[src/rtl/hazard_ctrl.sv]
// rtl/hazard_ctrl.sv - load-use stall, branch flush and halt-drain control for the ID stage
// Optional stall-cycle statistic enabled by defining HAZARD_STALL_STATS_EN.
module hazard_ctrl (
  input  logic        clk,
  input  logic        reset,
  input  logic [4:0]  rsD,
  input  logic [4:0]  rtD,
  input  logic        useRsD,
  input  logic        useRtD,
  input  logic [4:0]  rwE,
  input  logic        RegWriteE,
  input  logic        MemtoRegE,
  input  logic        StopD,
  input  logic        BranchTakenD,
  output logic        StallF,
  output logic        StallD,
  output logic        FlushD,
  output logic        isLWHazard,
  output logic        Halted,
  output logic [15:0] StallCount
);

  typedef enum logic [1:0] {
    RUN    = 2'd0,
    DRAIN  = 2'd1,
    HALTED = 2'd2
  } state_t;

  state_t     state;
  state_t     state_nxt;
  logic [1:0] drain_cnt;
  logic [1:0] drain_cnt_nxt;
  logic       lu;
  logic       rs_match;
  logic       rt_match;

  // r0 is hardwired zero, so a load targeting it never creates a dependency
  assign rs_match = useRsD && (rsD == rwE);
  assign rt_match = useRtD && (rtD == rwE);
  assign lu       = RegWriteE && MemtoRegE && (rwE != 5'd0) && (rs_match || rt_match);

  always_ff @(posedge clk) begin
    if (reset) begin
      state     <= RUN;
      drain_cnt <= 2'd0;
    end else begin
      state     <= state_nxt;
      drain_cnt <= drain_cnt_nxt;
    end
  end

  always_comb begin
    state_nxt     = state;
    drain_cnt_nxt = drain_cnt;
    StallF        = 1'b0;
    StallD        = 1'b0;
    FlushD        = 1'b0;
    isLWHazard    = 1'b0;
    Halted        = 1'b0;
    unique case (state)
      RUN: begin
        // Load-use wins: branch operands are not ready and the halt must wait
        if (lu) begin
          StallF     = 1'b1;
          StallD     = 1'b1;
          isLWHazard = 1'b1;
        end else if (StopD) begin
          StallF        = 1'b1;
          StallD        = 1'b1;
          state_nxt     = DRAIN;
          drain_cnt_nxt = 2'd3;
        end else if (BranchTakenD) begin
          FlushD = 1'b1;
        end
      end
      DRAIN: begin
        StallF        = 1'b1;
        StallD        = 1'b1;
        drain_cnt_nxt = drain_cnt - 2'd1;
        if (drain_cnt == 2'd1) begin
          state_nxt = HALTED;
        end
      end
      HALTED: begin
        StallF = 1'b1;
        StallD = 1'b1;
        Halted = 1'b1;
      end
      default: begin
        state_nxt     = RUN;
        drain_cnt_nxt = 2'd0;
      end
    endcase
  end

`ifdef HAZARD_STALL_STATS_EN
  logic [15:0] stall_cnt;

  always_ff @(posedge clk) begin
    if (reset) begin
      stall_cnt <= 16'd0;
    end else if ((state == RUN) && lu && (stall_cnt != 16'hFFFF)) begin
      stall_cnt <= stall_cnt + 16'd1;
    end
  end

  assign StallCount = stall_cnt;
`else
  assign StallCount = 16'd0;
`endif

endmodule
[config.mk]
export PLATFORM = sky130hd
export DESIGN_NAME = hazard_ctrl
export DESIGN_NICKNAME = d
export VERILOG_FILES = /design/src/rtl/hazard_ctrl.sv
export SDC_FILE = /design/constraint.sdc
export NUM_CORES = 1
export LEC_CHECK = 0
export CELL_PAD_IN_SITES_DETAIL_PLACEMENT = 0
export CELL_PAD_IN_SITES_GLOBAL_PLACEMENT = 1
export CORE_MARGIN = 3
export CORE_UTILIZATION = 24
export CTS_CLUSTER_SIZE = 20
export DETAILED_ROUTE_END_ITERATION = 16
export PLACE_DENSITY = 0.93
export SLEW_MARGIN = 10
export SYNTH_ARGS = -nofsm -noshare
export SYNTH_HDL_FRONTEND = slang
export SYNTH_SLANG_ARGS = --single-unit
[constraint.sdc]
create_clock -name clk -period 6.06 [get_ports clk]
set_clock_uncertainty 0.1 [all_clocks]
set_input_delay 1.212 -clock clk [delete_from_list [all_inputs] [get_ports clk]]
set_output_delay 1.212 -clock clk [all_outputs]
set_load 0.005 [all_outputs]
Word-level counts from Yosys, hierarchy flattened
Index checks and enable logic that the tools add are counted.
{"block": "word_totals", "register_bits": 4, "inputBits": 23, "out_inout_bits": 21, "elab_cells": 40}
{"block": "classes", "n_addsub": 1, "eq_ne": 8, "mux": 17, "bitwise": 1, "reduce_logical": 11}
{"cell": "$pmux 2 s3", "n": 2}
{"cell": "$eq 5x5->1", "n": 2}
{"cell": "$mux 2", "n": 5}
{"cell": "$mux 1", "n": 9}
{"cell": "$ne 2x2->1 const B", "n": 3}
{"cell": "$logic_and 1x1->1", "n": 5}
{"cell": "$reduce_bool 5->1", "n": 1}
{"cell": "$eq 2x1->1 const B", "n": 2}
{"cell": "$reduce_and 4->1", "n": 1}
{"cell": "$reduce_and 3->1", "n": 1}
{"cell": "$eq 2x2->1 const B", "n": 1}
{"cell": "$logic_not 2->1", "n": 1}
{"cell": "$pmux 1 s2", "n": 1}
{"cell": "$reduce_or 2->1", "n": 1}
{"cell": "$sub 2x1->2 const B", "n": 1}
{"cell": "$logic_or 1x1->1", "n": 1}
{"cell": "$not 1->1", "n": 1}

Depth between registers and ports, before layout
Gate-level depths: netlist of the first run.
{"block": "logic_depth", "ltp_word": 6, "depth_mapped": 7, "mapped_depth_nobuf": 7}

Least setup slack after synthesis of the first run
OpenSTA, ideal clock, no wires.
{"block": "synth_timing", "path_type": "input -> output", "startpoint": "in rwE[1]", "endpoint": "out StallF", "arrival_ps": 2314, "t_required_ps": 4748, "path_slack_ps": 2434, "stages": 5, "path_buffers": 1, "cell_sequence": "or3_1 -> o311a_4 -> a21oi_1 -> o31ai_1 -> buf_4"}
{"block": "synth_via", "elab_chain_cells": 6, "word_cells_on_any_way": 10, "classes_between": "eq/ne (2); mux (2); reduce/logical (6)"}
{"element": "start: declaration", "line_no": "10", "source": "input logic [4:0] rwE,"}
{"element": "$eq 5x5->1 (on tied branches)", "line_no": "38, 39"}
{"element": "$logic_and 1x1->1 (on tied branches)", "line_no": "38, 39"}
{"element": "$logic_or 1x1->1", "line_no": "40", "source": "assign lu = RegWriteE && MemtoRegE && (rwE != 5'd0) && (rs_match || rt_match);"}
{"element": "$logic_and 1x1->1 (*)", "line_no": "40"}
{"element": "$mux 1 (*)"}
{"element": "$pmux 1 s2 (*)"}
{"element": "end: declaration", "line_no": "15", "source": "output logic StallF,"}
Mark *: on every way between the ends. The rest lies on a longest branch, timed or not.

Final worst setup path of the first run
{"block": "layout_timing", "startpoint": "in rwE[4]", "endpoint": "out StallF"}
{"block": "layout_via", "elab_chain_cells": 6, "word_cells_on_any_way": 10, "classes_between": "eq/ne (2); mux (2); reduce/logical (6)"}
{"element": "$eq 5x5->1 (on tied branches)", "line_no": "38, 39"}
{"element": "$logic_and 1x1->1 (on tied branches)", "line_no": "38, 39"}
{"element": "$logic_or 1x1->1", "line_no": "40"}
{"element": "$logic_and 1x1->1 (*)", "line_no": "40"}
{"element": "$mux 1 (*)", "line_no": "63", "source": "if (lu) begin"}
{"element": "$pmux 1 s2 (*)", "line_no": "60", "source": "unique case (state)"}
Marked as above.

==> summary.md, run 1 <==
| Metric | Value |
|---|---|
| Status | completed |
| DR vias | 584 |
| Commonest cells in the netlist | 17 x buf_4, 10 x xnor2_1, 6 x a21oi_1, 6 x inv_1, 5 x ha_1 |
| Register area share after synthesis | 0.134 |
| DIE AREA | around 0.0031 mm^2 |
| Upper clock frequency limit | 214 MHz |
| I/O Buffers | 27 |
| Final GP Congestion | 0.782 |
| FP Rows | 17 |
| Starting DRC count in detailed routing | 6 |
| Yosys reg bits | 4 |
| Die X | 55.8 um |
| CP Capture Type | output pin |
| Total power | 214 uW |
| Seq pwr share | 0.218 |
| Post-Route WL | 1550 um |
| CP Max Fanout | 5 |
| Synth top area share | 0.214 |
| Internal | between 100 and 150 uW |
| Switching share of power | 0.385 |
| Root buffer cell | clkbuf_4 |
| Final period util | 0.771 |
| Fin cells | 130 |
| Number of nets in the layout | 132 |
| Avg Vias per Cell | 4.49 |
| Synth warn | 0 |
| Primary FF master, synth | dfxtp_1 |
| Resized Gates After CTS | 0 |
| Final instance area | 852 um^2 |
| Final hold vios | 0 |
| Area leader, netlist | buf_4 |
| Top cells by area, synth | buf_4 21%, xnor2_1 15%, dfxtp_1 13%, ha_1 11%, a21oi_1 5.0% |
| Total track usage | 0.0939 |
| # setup viols final | 0 |
| Area Growth Syn to Fin | 43.1% |
| Proportion of power drawn by the clock network | 0.152 |
| Final min period | around 4.7 ns |
| Global-route wire length before repair | 2440 um |
| Post-CTS setup buffer count | 0 |
| Hold Path Class | reg -> reg |
| Num CTS Buffers | 3 |
| Worst vdd ir | 0.159 mV |
| Initial Utilization | 0.262 |
| CTS tree | done |
| Slew Limit Fails | 0 |
| Crit Path Class | in -> out |
| Maxcap violations | 0 |
| Die outline height | 55.8 um |
| Pleak | 0.353 nW |
| Clock Latency Late Sink | 0.23 ns |
| Setup TNS | 0 ns |
| Mapped Area | 596 um^2 |
| Hold-fix buffers, CTS | 0 |
| Most used routing layer | met2 |
| Vias in the first global route | 602 |
| Placed Area | a little over 800 um^2 |
| Post-synthesis cell type count | 28 |
| Remaining Overflow, GRT | 0 |
| Maximum clock path buffer count | 2 |
| CP Data Required Time | around 4.8 ns |
| Met3 GRT Util | 0.0139 |
| Element type at the critical path start | input pin |
| Post-route ant nets | 0 |
| Met1 Usage GRT | 0.110 |
| CTS H-Tree Depth | 1 |
| Per-cell routed wire length | 11.9 um |
| M2 GR Usage | 0.172 |
| Residual DRC | 0 |
| Largest net degree at the start of global routing | 10 |
| Ratio of cells with drive above 1 in the final layout | 0.0588 |
| RSZ-0062 raised after global routing | false |
| P_sw | slightly above 80 uW |
| Ports | 44 |
| Most common cell in the synthesized netlist | buf_4 |
| Total inserted antenna cells | 0 |
| Placed Cells incl. Taps | between 100 and 150 |
| Pre-antenna DRT Iters | 2 |
| Worst path arrival time | 3.36 ns |
| CTS Sinks | 4 |
| Post-synth EDFFs | 0 |
| Initial antenna violation count | 0 |
| Detailed Place HPWL | 1340 um |
| Hold slack | ~0.38 ns |
| Async set or reset register ratio after synthesis | 0 |
| Clk slew on worst S/H paths | 0.04 ns |
| Power per Cell Area | 251 mW/mm^2 |
| Cells after Synth | 74 |
| Share of total power in combinational logic | 0.630 |
| Syn_area_per_cell | between 8 and 9 um^2 |
| Core ar. | 0.00228 mm^2 |
-- per-layer routing --
metal | vias up | part of all wire
li1 | 282 | -
met1 | 269 | 0.43
met2 | 31 | 0.50
met3 | 2 | 0.065
met4 | 0 | 0.0071
met5 | - | 0
-- registers in the layout, summed over array words and instances (netlist names) --
register / flops
drain_cnt: 2
state: 2
-- critical path, stage by stage --
cell	delay [ns]
clkdlybuf4s50_1	0.55
xnor2_1	0.15
nand4_1	0.10
o22ai_1	0.34
a21oi_1	0.15
o31ai_1	0.29
clkdlybuf4s50_1	0.56
-- cells in the final DEF, fill, tap and decap left out --
cell type | netlist | layout
a2111o_1 | 1 | 1
a2111oi_0 | 1 | 1
a2111oi_1 | 1 | 1
a21o_1 | 1 | 1
a21oi_1 | 6 | 6
a221oi_1 | 1 | 1
a31o_2 | 1 | 1
and2_1 | 1 | 1
and3_1 | 1 | 1
and3_2 | 1 | 1
clkbuf_4 | 0 | 3
clkdlybuf4s50_1 | 0 | 27
conb_1 | 1 | 16
dfxtp_1 | 4 | 4
ha_1 | 5 | 5
inv_1 | 6 | 6
nand2_1 | 3 | 3
nand2b_1 | 1 | 1
nand3b_1 | 1 | 1
nand4_1 | 2 | 2
nor2_1 | 1 | 1
nor3_1 | 2 | 2
o21ai_0 | 1 | 1
o22ai_1 | 1 | 1
o311a_4 | 1 | 1
o31a_1 | 1 | 1
o31ai_1 | 1 | 1
or3_1 | 1 | 1
xnor2_1 | 10 | 10
-- power by group through the flow --
stage / logic, mW / clock network [mW] / registers [mW]
finish: 0.135 / 0.0324 / 0.0466
global route: 0.150 / 0.0359 / 0.0487
CTS: 0.135 / 0.0341 / 0.0467
detailed placement: 0.134 / 0 / 0.0471
global placement: 0.128 / 0 / 0.0460
floorplan: 0.0927 / 0 / 0.0444
-- worst paths after layout --
path                      from           end  slack, ns  cells past startpoint
setup / recovery        rwE[4]        StallF       1.39                      7
hold / removal    drain_cnt[1]  drain_cnt[1]       0.38                      1
setup reg to reg      state[0]      state[1]       4.30                      4
hold reg to reg   drain_cnt[1]  drain_cnt[1]       0.38                      1
-- layout make-up --
cell class              instances  area, um^2
repair buffers                 27         270
fillers                       239        1420
flip-flops and latches          4        80.1
well taps                      28        35.0
inverters                       6        22.5
multi-input cells              62         422
clock buffers                   3        22.5
-- cell families (layout without fill, tap and decap cells) --
group | Yosys count | in the layout | share of synthesized area
buffers and inverters | 23 | 36 | 0.252
AO/OA/AOI/OAI | 17 | 17 | 0.225
AND/OR/NAND/NOR | 14 | 14 | 0.130
XOR/XNOR | 10 | 10 | 0.147
adder cells (fa/ha/maj) | 5 | 5 | 0.105
flip-flops | 4 | 4 | 0.134
other | 1 | 16 | 0.00630
-- stage by stage --
step	setup slack (ns)	utilization
after floorplan	2.43	-
after global placement	1.42	0.364
after detailed placement	1.40	0.364
after CTS	1.37	0.374
after global routing	1.17	0.374
final	1.39	0.374
Note: power is estimated with default switching activity, not from simulation.
==> run 2: changes to the inputs <==
--- a/config.mk
+++ b/config.mk
@@ -8,10 +8,10 @@
 export CELL_PAD_IN_SITES_DETAIL_PLACEMENT = 0
 export CELL_PAD_IN_SITES_GLOBAL_PLACEMENT = 1
 export CORE_MARGIN = 3
-export CORE_UTILIZATION = 24
+export CORE_UTILIZATION = 20
 export CTS_CLUSTER_SIZE = 20
 export DETAILED_ROUTE_END_ITERATION = 16
-export PLACE_DENSITY = 0.93
+export PLACE_DENSITY = 0.84
 export SLEW_MARGIN = 10
 export SYNTH_ARGS = -nofsm -noshare
 export SYNTH_HDL_FRONTEND = slang
==> constraint.sdc (replaced) <==
create_clock -name clk -period 3.85 [get_ports clk]
set_clock_uncertainty 0.1 [all_clocks]
set_input_delay 0.77 -clock clk [delete_from_list [all_inputs] [get_ports clk]]
set_output_delay 0.77 -clock clk [all_outputs]
set_load 0.005 [all_outputs]
==> summary.md, run 2 (synthesis gave the netlist of run 1 again) <==
| Metric | Value |
|---|---|
| # setup viols final | 0 (unchanged) |
| Layout filler cell count | 314 (+31%) |
| CTS H-Tree Depth | 1 (unchanged) |
| Vias in the first global route | 539 (-10%) |
| Pre-antenna DRT Iters | 4 (+2) |
| Reg2Reg Depth | 4 (unchanged) |
| Number of nets in the layout | 132 (unchanged) |
| Critical Path Start | rwE[1] |
| Worst path arrival time | 2.87 ns (-0.49 ns) |
| Crit Path Class | in -> out |
| WP buf/inv | 2 (unchanged) |
| DIE AREA | 0.00367 mm^2 (+18%) |
| Element type at the critical path start | input pin |
| Die outline height | 60.6 um (+8.5%) |
| Clock Latency Late Sink | 0.23 ns (about the same) |
| Dpl ws | 0.0797 ns (-1.32 ns) |
| Status | completed |
| Most frequent cells in the layout | 27 x clkdlybuf4s50_1, 16 x conb_1, 10 x xnor2_1, 6 x inv_1, 6 x a21oi_1 |
| R2R Path Start | state[0] |
| Worst path cell trace | clkdlybuf4s50_1 -> or3_1 -> o311a_4 -> a21oi_1 -> and3_1 -> clkdlybuf4s50_1 |
| Core ar. | 0.00281 mm^2 (+23%) |
| CTS Sinks | 4 (unchanged) |
| Avg Vias per Cell | 4.32 (-3.8%) |
| Starting DRC count in detailed routing | 11 (+5) |
| Switching share of power | 0.382 (-0.00291) |
| Hold path start | drain_cnt[1] |
| Hold-fix buffers, CTS | 0 (unchanged) |
| Setup TNS | 0 ns (unchanged) |
| Root buffer cell | clkbuf_4 |
| Final min period | roughly 3.7 ns |
| Global-route wire length before repair | 2000 um (-18%) |
| Critical Path Stages | 6 (-1) |
| Hold Path Depth | 1 (unchanged) |
| Pleak | 0.355 nW (+0.56%) |
| Final period util | 0.970 |
| Worst reg2reg endpoint | state[1] |
| Maximum clock path buffer count | 2 (unchanged) |
| Num CTS Buffers | 3 (unchanged) |
| Die X | 60.6 um (+8.5%) |
| CP Max Fanout | 5 (unchanged) |
| Post-route ant nets | 0 (unchanged) |
| Slowest CP cell | clkdlybuf4s50_1 |
| Clk slew on worst S/H paths | 0.03 ns (about the same) |
| Hold slack | 0.390 ns (+0.0142 ns) |
| Hold EP | drain_cnt[1] |
| Largest net degree at the start of global routing | 10 (unchanged) |
| Maxcap violations | 0 (unchanged) |
| Ports | 44 (unchanged) |
| Worst vdd ir | 0.0988 mV (-38%) |
| Post-Route WL | 1490 um (-3.9%) |
| DR vias | 575 (-1.5%) |
| Initial Utilization | 0.212 (-0.0494) |
| CTS tree | done |
| Post-CTS setup buffer count | 0 (unchanged) |
| Detailed Place HPWL | 1270 um (-5.1%) |
| Final hold vios | 0 (unchanged) |
| Worst Slack Setup Final | 0.115 ns (-1.28 ns) |
| Area Growth Syn to Fin | 45.6% |
| Upper clock frequency limit | 268 MHz |
| Power per Cell Area | 392 mW/mm^2 (+56%) |
| CP Capture Type | output pin |
| Initial antenna violation count | 0 (unchanged) |
| Flop-to-flop setup slack | 2.19 ns (-2.11 ns) |
| Most frequent CP cell | clkdlybuf4s50_1 |
| Register area | 80.1 um^2 (unchanged) |
| Remaining Overflow, GRT | 0 (unchanged) |
| Total track usage | 0.0742 (-0.0197) |
| Total power | 340 uW (+59%) |
| CP Data Required Time | 2.98 ns (-1.77 ns) |
| Largest regs | drain_cnt: 2 flops, state: 2 flops |
| FP Rows | 19 (+2) |
| Final GP Congestion | 0.769 (-1.7%) |
| CP top delay family | buffers and inverters |
| Slew Limit Fails | 0 (unchanged) |
| RSZ-0062 raised after global routing | false |
| Commonest non-fill, non-tap cell in the layout | clkdlybuf4s50_1 |
| Total inserted antenna cells | 0 (unchanged) |
| Residual DRC | 0 (unchanged) |
| P_sw | 130 uW (+58%) |
| Share of total power in combinational logic | 0.641 (+0.011) |
| Per-cell routed wire length | 11.2 um (-6.0%) |
| Ratio of cells with drive above 1 in the final layout | 0.0784 (+0.0196) |
| Worst path max stage delay | 0.50 ns (-0.06 ns) |
| Proportion of power drawn by the clock network | 0.147 (-0.005) |
| Multi-input logic area | 433 um^2 (+2.7%) |
| Internal | 210 uW (+60%) |
| Seq pwr share | 0.213 (-0.005) |
| Resized Gates After CTS | 0 (unchanged) |
| Hold Path Class | reg -> reg |
| I/O Buffers | 27 (unchanged) |
==> run 2: cell count changes in the layout (fill, tap and decap cells not counted) <==
cell	delta
o22ai_2	+1
o31ai_2	+1
o22ai_1	-1
o31ai_1	-1
==> run 2: layout make-up <==
type / count / share of cell area
Sequential cell: 4 / 0.0924
Multi-Input combinational cell: 62 / 0.499
Inverter: 6 / 0.0260
Timing Repair Buffer: 27 / 0.312
Clock buffer: 3 / 0.0260
Tap cell: 31 / 0.0447
==> run 2: power by group through the flow <==
stage / registers, mW / clock network (mW) / logic, mW
after floorplan: 0.0699 / 0 / 0.146
after global placement: 0.0718 / 0 / 0.204
after detailed placement: 0.0730 / 0 / 0.214
after CTS: 0.0723 / 0.0534 / 0.215
after global routing: 0.0750 / 0.0559 / 0.244
final: 0.0724 / 0.0498 / 0.218
==> run 2: worst max-delay path by stage <==
| stage | end | slack, ns |
|---|---|---|
| after floorplan | StallF | 1.11 |
| after global placement | FlushD | 0.15 |
| after detailed placement | StallF | 0.08 |
| after CTS | StallF | 0.07 |
| after global routing | FlushD | 0.006 |
| final | FlushD | 0.11 |
==> run 2: metal layers <==
metal / part of all wire / vias to the layer above / track usage
met1: 0.37 / 259 / 0.0648
met5: 0 / - / 0
met2: 0.52 / 29 / 0.134
met4: 0.0034 / 0 / 0.0619
li1: - / 285 / -
met3: 0.11 / 2 / 0.0255
==> run 2: metrics by stage <==
stage	instances	utilization	cell area, um^2
floorplan	89	-	652
global placement	130	0.297	833
detailed placement	130	0.297	833
CTS	133	0.305	856
global route	133	0.309	867
finish	133	0.309	867
==> run 3: changes to the inputs <==
==> config.mk (replaced) <==
export PLATFORM = sky130hd
export DESIGN_NAME = hazard_ctrl
export DESIGN_NICKNAME = d
export VERILOG_FILES = /design/src/rtl/hazard_ctrl.sv
export SDC_FILE = /design/constraint.sdc
export NUM_CORES = 1
export LEC_CHECK = 0
export CORE_MARGIN = 3
export CORE_UTILIZATION = 30
export CTS_CLUSTER_SIZE = 20
export DETAILED_ROUTE_END_ITERATION = 16
export PLACE_DENSITY = 0.84
export SKIP_LAST_GASP = 1
export SLEW_MARGIN = 10
export SYNTH_ARGS = -nofsm -noshare
export SYNTH_HDL_FRONTEND = slang
export SYNTH_SLANG_ARGS = --single-unit
==> summary.md, run 3 (synthesis gave the netlist of run 1 again) <==
| Metric | Value |
|---|---|
| Global-route wire length before repair | 2250 um (+12%) |
| Clk slew on worst S/H paths | 0.03 ns (about the same) |
| Worst path arrival time | 2.82 ns (-0.05 ns) |
| Hold-fix buffers, CTS | 0 (unchanged) |
| Worst path cell trace | clkdlybuf4s50_1 -> or3_1 -> o311a_4 -> a21oi_1 -> and3_1 -> clkdlybuf4s50_1 |
| Ports | 44 (unchanged) |
| Element type at the critical path start | input pin |
| Hold Path Class | reg -> reg |
| I/O Buffers | 27 (unchanged) |
| Layout filler cell count | 184 (-41%) |
| Resized Gates After CTS | 0 (unchanged) |
| Number of nets in the layout | 133 (+0.76%) |
| Num CTS Buffers | 3 (unchanged) |
| RSZ-0062 raised after global routing | false |
| Avg Vias per Cell | 4.66 (+7.9%) |
| CP Max Fanout | 5 (unchanged) |
| Critical Path Start | rwE[1] |
| Detailed Place HPWL | 1240 um (-2.6%) |
| CP top delay family | buffers and inverters |
| Residual DRC | 0 (unchanged) |
| CTS Sinks | 4 (unchanged) |
| Most frequent CP cell | clkdlybuf4s50_1 |
| R2R Path Start | state[0] |
| Slowest CP cell | clkdlybuf4s50_1 |
| FP Rows | 15 (-4) |
| # setup viols final | 0 (unchanged) |
| WP buf/inv | 2 (unchanged) |
| Total inserted antenna cells | 0 (unchanged) |
| Post-route ant nets | 0 (unchanged) |
| DR vias | 597 (+3.8%) |
| Ratio of cells with drive above 1 in the final layout | 0.0680 (-0.0105) |
| Slew Limit Fails | 0 (unchanged) |
| Initial Utilization | 0.331 (+0.118) |
| Final min period | 3.69 ns (-0.0432 ns) |
| Pleak | 0.358 nW (+0.97%) |
| Clock Latency Late Sink | 0.23 ns (about the same) |
| CTS H-Tree Depth | 1 (unchanged) |
| Largest regs | drain_cnt: 2 flops, state: 2 flops |
| Final period util | 0.959 (-0.0112) |
| DIE AREA | 0.00256 mm^2 (-30%) |
| Die X | 50.6 um (-17%) |
| Worst path max stage delay | 0.49 ns (about the same) |
| Root buffer cell | clkbuf_4 |
| Most frequent cells in the layout | 27 x clkdlybuf4s50_1, 16 x conb_1, 10 x xnor2_1, 6 x inv_1, 6 x a21oi_1 |
| Vias in the first global route | 544 (+0.93%) |
| Total power | 335 uW (-1.3%) |
| CTS tree | done |
| Post-CTS setup buffer count | 0 (unchanged) |
| Per-cell routed wire length | 11.3 um (+0.69%) |
| Worst vdd ir | 0.261 mV (+160%) |
| Power per Cell Area | 392 mW/mm^2 (about the same) |
| Core ar. | 0.00180 mm^2 (-36%) |
| Worst reg2reg endpoint | state[1] |
| Upper clock frequency limit | 271 MHz (+1.2%) |
| Final hold vios | 0 (unchanged) |
| Final GP Congestion | 0.856 (+11%) |
| Largest net degree at the start of global routing | 10 (unchanged) |
| Post-Route WL | 1440 um (-3.1%) |
| Setup TNS | 0 ns (unchanged) |
| Die outline height | 50.6 um (-17%) |
| Commonest non-fill, non-tap cell in the layout | clkdlybuf4s50_1 |
| Status | completed |
| Maxcap violations | 0 (unchanged) |
| Initial antenna violation count | 0 (unchanged) |
| Maximum clock path buffer count | 2 (unchanged) |
| Crit Path Class | in -> out |
| Pre-antenna DRT Iters | 4 (unchanged) |
| Total track usage | 0.115 (+0.0404) |
| Area Growth Syn to Fin | 43.7% |
| CP Data Required Time | 2.98 ns (about the same) |
| CP Capture Type | output pin |
| Reg2Reg Depth | 4 (unchanged) |
| Flop-to-flop setup slack | 2.17 ns (-0.02 ns) |
| Setup crit end | FlushD |
| Critical Path Stages | 6 (unchanged) |
| Starting DRC count in detailed routing | 5 (-6) |
| Remaining Overflow, GRT | 0 (unchanged) |
## run 3: cell types whose count changed in the layout (fill, tap and decap cells not counted), sizes merged
cell / change
buf: +1
## run 3: stage by stage
step / cells / hold slack, ns / setup WS, ns / instance area (um^2) / utilization
finish: 128 / 0.372 / 0.158 / 856 / 0.475
floorplan: 89 / 0.349 / 1.11 / 652 / -
global placement: 125 / 0.361 / 0.162 / 833 / 0.463
global route: 128 / 0.412 / 0.0224 / 856 / 0.475
detailed placement: 125 / 0.364 / 0.142 / 833 / 0.463
CTS: 128 / 0.372 / 0.130 / 856 / 0.475
## run 3: area by class of cell
| cell class | count | area (um^2) | share of cell area |
|---|---|---|---|
| repair buffers | 28 | 278 | 0.325 |
| multi-input cells | 62 | 422 | 0.493 |
| well taps | 25 | 31.3 | 0.0365 |
| clock buffers | 3 | 22.5 | 0.0263 |
| flip-flops and latches | 4 | 80.1 | 0.0936 |
| inverters | 6 | 22.5 | 0.0263 |
## run 3: how the worst min path moves through the flow
stage	depth (start not counted)	endpoint	slack (ns)	startpoint
6_report	1	drain_cnt[1]	0.37	drain_cnt[1]
5_1_grt	1	drain_cnt[1]	0.41	drain_cnt[1]
4_1_cts	1	drain_cnt[1]	0.37	drain_cnt[1]
3_5_place_dp	1	drain_cnt[1]	0.36	drain_cnt[1]
3_3_place_gp	1	drain_cnt[1]	0.36	drain_cnt[1]
2_1_floorplan	1	drain_cnt[1]	0.35	drain_cnt[1]
## run 3: layer usage
| metal | routed length, um | vias up | track usage |
|---|---|---|---|
| li1 | - | 288 | - |
| met1 | 542 | 268 | 0.130 |
| met2 | 705 | 39 | 0.196 |
| met3 | 176 | 2 | 0.0237 |
| met4 | 17 | 0 | 0.0673 |
| met5 | 0 | - | 0 |
## run 3: report_power, final
group | total, mW | switching [mW] | leakage [nW] | internal [mW]
Clock | 0.0509 | 0.0161 | 0.0138 | 0.0348
Sequential | 0.0730 | 0.0134 | 0.0331 | 0.0596
Combinational | 0.211 | 0.0981 | 0.311 | 0.113
Total | 0.335 | 0.128 | 0.358 | 0.208
